### src/rtl/shift_sequencer_if.sv
// Request/response bundle between the EX-stage hazard logic and the
// iterative shifter: operands and controls in, status and result out.
interface shift_sequencer_if #(
   parameter int XLEN = 32
);
   logic            start;
   logic [XLEN-1:0] A;
   logic [4:0]      shamt;
   logic [1:0]      shiftSel;
   logic            flush;
   logic            busy;
   logic            done;
   logic [XLEN-1:0] shiftResult;

   modport master (
      output start, A, shamt, shiftSel, flush,
      input  busy, done, shiftResult
   );

   modport slave (
      input  start, A, shamt, shiftSel, flush,
      output busy, done, shiftResult
   );
endinterface

### src/rtl/shift_sequencer.sv
// Iterative RV32I shifter (SLL/SRL/SRA): STEP bits per clock, registered
// result with a one-cycle done pulse, abortable by a pipeline flush.
module shift_sequencer #(
   parameter int XLEN = 32,
   parameter int STEP = 1
) (
   input logic              clk,
   input logic              rst_n,
   shift_sequencer_if.slave bus
);

   localparam logic [4:0] STEP_AMT = 5'(STEP);

   typedef enum logic [1:0] {
      IDLE  = 2'd0,
      SHIFT = 2'd1,
      DONE  = 2'd2
   } state_t;

   state_t          state, state_nx;
   logic [XLEN-1:0] acc, acc_nx;
   logic [XLEN-1:0] result, result_nx;
   logic [4:0]      rem, rem_nx;
   logic [1:0]      sel, sel_nx;
   logic            sign, sign_nx;
   logic [4:0]      k;

   // SRA fills from the sign latched at start, carried as an extra top bit.
   function automatic logic [XLEN-1:0] shift_step(
      input logic [XLEN-1:0] val,
      input logic [1:0]      op,
      input logic            fill,
      input logic [4:0]      amt
   );
      logic signed [XLEN:0] ext;
      ext = {fill, val};
      case (op)
         2'b00:   shift_step = val << amt;
         2'b01:   shift_step = val >> amt;
         2'b10:   shift_step = XLEN'(ext >>> amt);
         default: shift_step = val;
      endcase
   endfunction

   assign k = (rem < STEP_AMT) ? rem : STEP_AMT;

   always_comb begin
      state_nx  = state;
      acc_nx    = acc;
      rem_nx    = rem;
      sel_nx    = sel;
      sign_nx   = sign;
      result_nx = result;
      if (bus.flush) begin
         state_nx = IDLE;
      end else begin
         case (state)
            IDLE: begin
               if (bus.start) begin
                  acc_nx  = bus.A;
                  rem_nx  = bus.shamt;
                  sel_nx  = bus.shiftSel;
                  sign_nx = bus.A[XLEN-1];
                  if (bus.shamt == 5'd0 || bus.shiftSel == 2'b11) begin
                     state_nx  = DONE;
                     result_nx = bus.A;
                  end else begin
                     state_nx = SHIFT;
                  end
               end
            end
            SHIFT: begin
               acc_nx = shift_step(acc, sel, sign, k);
               rem_nx = rem - k;
               if (rem_nx == 5'd0) begin
                  state_nx  = DONE;
                  result_nx = acc_nx;
               end
            end
            DONE:    state_nx = IDLE;
            default: state_nx = IDLE;
         endcase
      end
   end

   always_ff @(posedge clk or negedge rst_n) begin
      if (!rst_n) begin
         state  <= IDLE;
         acc    <= '0;
         rem    <= '0;
         sel    <= '0;
         sign   <= 1'b0;
         result <= '0;
      end else begin
         state  <= state_nx;
         acc    <= acc_nx;
         rem    <= rem_nx;
         sel    <= sel_nx;
         sign   <= sign_nx;
         result <= result_nx;
      end
   end

   assign bus.busy        = (state != IDLE);
   assign bus.done        = (state == DONE);
   assign bus.shiftResult = result;

endmodule

### src/flat_wrapper.sv
// flat-port wrapper written by rule: the top's interface ports become plain ports
module shift_sequencer_flat 
#(
   parameter int XLEN = 32,
   parameter int STEP = 1
)
  (clk, rst_n, bus_start, bus_A, bus_shamt, bus_shiftSel, bus_flush, bus_busy, bus_done, bus_shiftResult);
  shift_sequencer_if #(.XLEN(XLEN)) bus_i ();
  input logic clk;
  input logic rst_n;
  input wire logic [$bits(bus_i.start)-1:0] bus_start;
  input wire logic [$bits(bus_i.A)-1:0] bus_A;
  input wire logic [$bits(bus_i.shamt)-1:0] bus_shamt;
  input wire logic [$bits(bus_i.shiftSel)-1:0] bus_shiftSel;
  input wire logic [$bits(bus_i.flush)-1:0] bus_flush;
  output wire logic [$bits(bus_i.busy)-1:0] bus_busy;
  output wire logic [$bits(bus_i.done)-1:0] bus_done;
  output wire logic [$bits(bus_i.shiftResult)-1:0] bus_shiftResult;
  assign bus_i.start = bus_start;
  assign bus_i.A = bus_A;
  assign bus_i.shamt = bus_shamt;
  assign bus_i.shiftSel = bus_shiftSel;
  assign bus_i.flush = bus_flush;
  assign bus_busy = bus_i.busy;
  assign bus_done = bus_i.done;
  assign bus_shiftResult = bus_i.shiftResult;
  shift_sequencer #(.XLEN(XLEN), .STEP(STEP)) u_core (.clk(clk), .rst_n(rst_n), .bus(bus_i));
endmodule
### config.mk
export PLATFORM = sky130hd
export DESIGN_NAME = shift_sequencer_flat
export DESIGN_NICKNAME = d
export VERILOG_FILES = /design/src/rtl/shift_sequencer_if.sv /design/src/rtl/shift_sequencer.sv /design/src/flat_wrapper.sv
export SDC_FILE = /design/constraint.sdc
export NUM_CORES = 1
export LEC_CHECK = 0
export CORE_AREA = 2 2 109 80
export DETAILED_ROUTE_END_ITERATION = 8
export DIE_AREA = 0 0 111 82
export PLACE_DENSITY = 0.85
export REMOVE_ABC_BUFFERS = 1
export SETUP_SLACK_MARGIN = 0.02
export SLEW_MARGIN = 20
export SYNTH_ARGS = -nofsm -noshare
export SYNTH_HDL_FRONTEND = slang
export SYNTH_SLANG_ARGS = --single-unit
### constraint.sdc
create_clock -name clk -period 4.23 [get_ports clk]
set_clock_uncertainty 0.2 [all_clocks]
set_input_delay 0.6345 -clock clk [delete_from_list [all_inputs] [get_ports clk]]
set_output_delay 0.6345 -clock clk [all_outputs]
set_load 0.03 [all_outputs]
---- Yosys cells after proc, flatten, opt, wreduce, memory -nomap -nowiden ----
Cells that the tools add are included.
Widths: inputs -> output; s select.
operators by class
  $add $sub $neg .......................... 1
  magnitude comparators ................... 1
  eq/ne operators ......................... 10
  shift operators ......................... 3
  multiplexer cells ....................... 15
  bitwise operators ....................... 1
  reductions and logical operators ........ 11
operator list
  cell                count
  $mux 32             4
  $pmux 32 s2         2
  $pmux 32 s3         1
  $sshr 33x5->32      1
  $shl 32x5->32       1
  $shr 32x5->32       1
  $logic_not 5->1     2
  $mux 5              2
  $pmux 5 s2          1
  $mux 2              4
  $eq 2x2->1 const B  3
  $reduce_and 3->1    2
  $lt 5x1->1 const B  1
  $reduce_and 5->1    1
  $sub 5x5->5         1
  $eq 2x1->1 const B  2
  $logic_not 2->1     2
  $ne 2x1->1 const B  2
  $pmux 2 s2          1
  $reduce_bool 2->1   2
  $ne 3x2->1 const B  1
  $ne 3x3->1 const B  1
  $ne 2x2->1 const B  1
  $reduce_and 2->1    1
  other kinds (2)     2
storage, ports and cells
  bits in registers ....................... 74
  output and inout bits ................... 34
  word-level logic and storage cells ...... 48

---- Longest topological paths before layout ----
  word-level depth ........................ 7
  depth in mapped cells ................... 9
  depth with buffers taken out ............ 7

---- Least setup slack after synthesis ----
No wires, ideal clock.
  path kind ............................... register to register
  start ................................... reg u_core.rem[1]
  end ..................................... reg u_core.result[11], in the netlist u_core.bus.shiftResult[11]
  setup time .............................. 0.126 ns
  arrival time ............................ 2.036 ns
  path slack .............................. 1.868 ns
  cell stages (with the launch flop) ...... 9
  buffers on the path ..................... 1
  clock period less this slack ............ 2.362 ns
  cell sequence ........................... dfrtp_1 nor3_4 a21o_1 ha_1 and3b_1 o21a_1 clkbuf_1 nand2_1 o32a_1
on the way
  cells in the longest elaborated chain, start to end .. 6
  elaborated cells between the ends (all ways) .. 12
  classes of those cells .................. add/sub (1); order compare (1); eq/ne (1); shift (3); mux (4); reduce/logical (2)
RTL lines
  what                                                              line                                          text
  start: declaration                                                shift_sequencer.sv:23                         logic [4:0] rem, rem_nx;
  start signal: assignment                                          shift_sequencer.sv:97                         rem <= rem_nx;
  $lt 5x1->1                                                        shift_sequencer.sv:45                         assign k = (rem < STEP_AMT) ? rem : STEP_AMT;
  $mux 5                                                            shift_sequencer.sv:45
  $sub 5x5->5 (tied with other cells)                               shift_sequencer.sv:74                         rem_nx = rem - k;
  $logic_not 5->1 or $pmux 32 s3 (tied branches)                    shift_sequencer.sv:75, shift_sequencer.sv:37
  $ne 2x1->1 (no source line) or $mux 32 (tied branches)            n/a
  $reduce_and 5->1 (no source line) or $pmux 32 s2 (tied branches)  n/a
  end signal: assignment                                            shift_sequencer.sv:100                        result <= result_nx;
  end: declaration                                                  shift_sequencer.sv:22                         logic [XLEN-1:0] result, result_nx;
Several ways; a longest one is shown, not always the timed one. The select of a mux whose other input is x is not followed.
A chain may end at the register's enable or synchronous reset.

---- Worst setup path after layout ----
Ends and elaborated chain as after synthesis.

==> impl_metrics.json <==
{
  "die_y_um": 82,
  "async_reset_ff_frac": 1.000,
  "avgViaCountPerCell": 6.767,
  "hold_viol_final": 0,
  "crit_buf_inv": 1,
  "area_delta_synth_final_pct": 23.33,
  "rows": 28,
  "cts_resized": 0,
  "cts_root_buffer": "clkbuf_16",
  "grt_max_degree": 75,
  "num-nets-final": 579,
  "setup_viol": 0,
  "r2r_cells": 8,
  "globalplace.congestion": 0.8282,
  "status": "complete, no violations",
  "arrival_ns": 3.21,
  "core-area_sq_um": 8093,
  "instances_no_fill": 645,
  "synth.distinct_cells": 54,
  "cts.sinks": 74,
  "drc": 0,
  "io_buffers": 76,
  "whs_ns": 0.2515,
  "drive_gt1_frac": 0.1148,
  "worstSetupEndpoint": "u_core.bus.shiftResult[11]$_DFFE_PN0P_",
  "netlist_area_sq_um": 4559,
  "cts_hold_buf": 0,
  "vdd_ir_drop_max_v": 0.0004412,
  "wl_um": 12860,
  "wl_per_cell_um": 19.94,
  "cp-start-kind": "register",
  "die_x_um": 111,
  "mostFrequentLayoutCell": "a31oi_1",
  "synthCells": 488,
  "yosysTopAreaCellShare": 0.4061,
  "htreeDepth": 3,
  "vias": 4365,
  "grt_util_all_layers": 0.2835,
  "leakagePower_nw": 2.166,
  "critical_path_required_ns": 4.30,
  "synth_edf_count": 0,
  "antenna_found_initial": 0,
  "netlist.top_cell.by_area": "dfrtp_1",
  "startpoint": "u_core.rem[1]$_DFFE_PN0P_",
  "path_max_fanout": 17,
  "synth_ff_type": "dfrtp_1",
  "final_max_slew_viol_count": 0,
  "yosys_warnings": 0,
  "die_area_sq_um": 9102,
  "design_area_sq_um": 5623,
  "cts_buffers": 9,
  "final_antenna_net_count": 0,
  "rsz0062_at_grt": "no",
  "seq_area_frac_synth": 0.4061,
  "r2r-start": "u_core.rem[1]$_DFFE_PN0P_",
  "drtIter0Drc": 375,
  "hp-class": "in2async",
  "path_cells": "nor3_4, a21o_1, ha_1, and3b_1, o21a_1, and3_1, buf_4, o32a_1",
  "diodes": 0,
  "tritoncts": "done",
  "drt_first_pass_iters": 5,
  "power_density_nw_per_um2": 680.0,
  "dp_cells": 628,
  "worstSetupEndpointType": "register",
  "placed_area_sq_um": 5249,
  "insertion_delay_ns": 0.34,
  "synth-seq-cells": 74,
  "worstMarginPinSlew_ns": 0.9413,
  "initial_core_util": 0.5634,
  "min_period_ns": 3.145,
  "synth.avg_cell_area_sq_um": 9.343,
  "regToRegEndpoint": "u_core.bus.shiftResult[11]$_DFFE_PN0P_",
  "slowest_delay_ns": 0.64,
  "layout_common_cells": "88 x a31oi_1, 75 x clkdlybuf4s50_1, 73 x dfrtp_1, 57 x o21ai_0",
  "synth_area_leaders": "dfrtp_1 41%, a31oi_1 12%, mux2i_1 6.6%",
  "cap_viol_max_count": 0,
  "fin_crit_sh": 0.7435,
  "cp.depth": 8,
  "postCtsSetupRepairBufs": 0,
  "worstSetupPathType": "reg2reg",
  "grt_overflow_total": 0,
  "maxSlewHeadroom": 0.3725,
  "final_util": 0.6948,
  "hpwl_um": 7581,
  "finalSetupTns_ns": 0,
  "grt_pass1_vias": 4060,
  "reg2reg_slack_ns": 1.08,
  "clock_path_buffers": 2,
  "slowest_stage": "and3_1",
  "path_clk_slew_ns": 0.06,
  "io_pins": 77,
  "fmax_mhz": 318.0,
  "cp_top_family": "simple AND/OR/NAND/NOR gates",
  "grt_pass1_wl_um": 20810
}
metrics by stage:
stage | setup slack (ns) | power, mW
final | 1.085 | 3.824
after global routing | 0.9358 | 4.013
after CTS | 1.173 | 3.800
after detailed placement | 1.075 | 2.879
after global placement | 1.121 | 2.812
after floorplan | 0.8743 | 2.252
cells in the mapped netlist (4+ instances only):
cell type	n
a21oi_1	11
a31oi_1	88
buf_2	12
buf_4	6
buf_6	4
clkbuf_1	24
dfrtp_1	74
inv_1	5
mux2_2	5
mux2i_1	30
nand2_1	39
nor2_1	39
nor2b_1	7
o211ai_1	4
o21ai_0	57
o221ai_1	9
o221ai_2	20
flip-flops by register name, summed over array words and instances (netlist names):
signal and count:
u_core.acc 32, u_core.bus.shiftResult 32, u_core.rem 5, u_core.sel 2, u_core.state 2, u_core.sign 1
power by group:
group	internal, mW	switching [mW]	total, mW
Sequential	0.970	0.276	1.25
Clock	0.609	0.297	0.906
Combinational	0.687	0.984	1.67
layout make-up:
type / count / area, sq um
Clock inverter: 4 / 97.59
Multi-Input combinational cell: 358 / 2416
Sequential cell: 74 / 1853
Tap cell: 105 / 131.4
Fill cell: 637 / 2470
Timing Repair Buffer: 86 / 845.8
Clock buffer: 12 / 256.5
Inverter: 6 / 22.52
logic make-up after synthesis:
logic type               Yosys count  share of synthesized area
multiplexers                      35                    0.07821
AND/OR/NAND/NOR                  106                     0.1106
buffers and inverters             56                    0.06586
flip-flops                        74                     0.4061
adder cells (fa/ha/maj)            1                   0.002744
AO/OA/AOI/OAI                    216                     0.3364
layer usage:
metal	routed length [um]	up-vias	global-route usage	share of wire
met5	0	-	0	0
met1	5450	2119	0.3875	0.42
li1	-	1975	-	-
met4	187	0	0.07500	0.015
met3	1232	22	0.05830	0.096
met2	5993	249	0.4687	0.47
worst min-delay path by stage:
stage	from	to	slack [ns]
CTS	rst_n	u_core.bus.shiftResult[4]$_DFFE_PN0P_	0.28
global placement	u_core.sign$_DFFE_PN0P_	u_core.sign$_DFFE_PN0P_	0.29
detailed placement	u_core.bus.shiftResult[30]$_DFFE_PN0P_	u_core.bus.shiftResult[30]$_DFFE_PN0P_	0.30
finish	rst_n	u_core.bus.shiftResult[4]$_DFFE_PN0P_	0.25
global route	rst_n	u_core.bus.shiftResult[4]$_DFFE_PN0P_	0.32
floorplan	rst_n	u_core.acc[0]$_DFFE_PN0P_	0.14
Power figures use the tool's default switching activity.
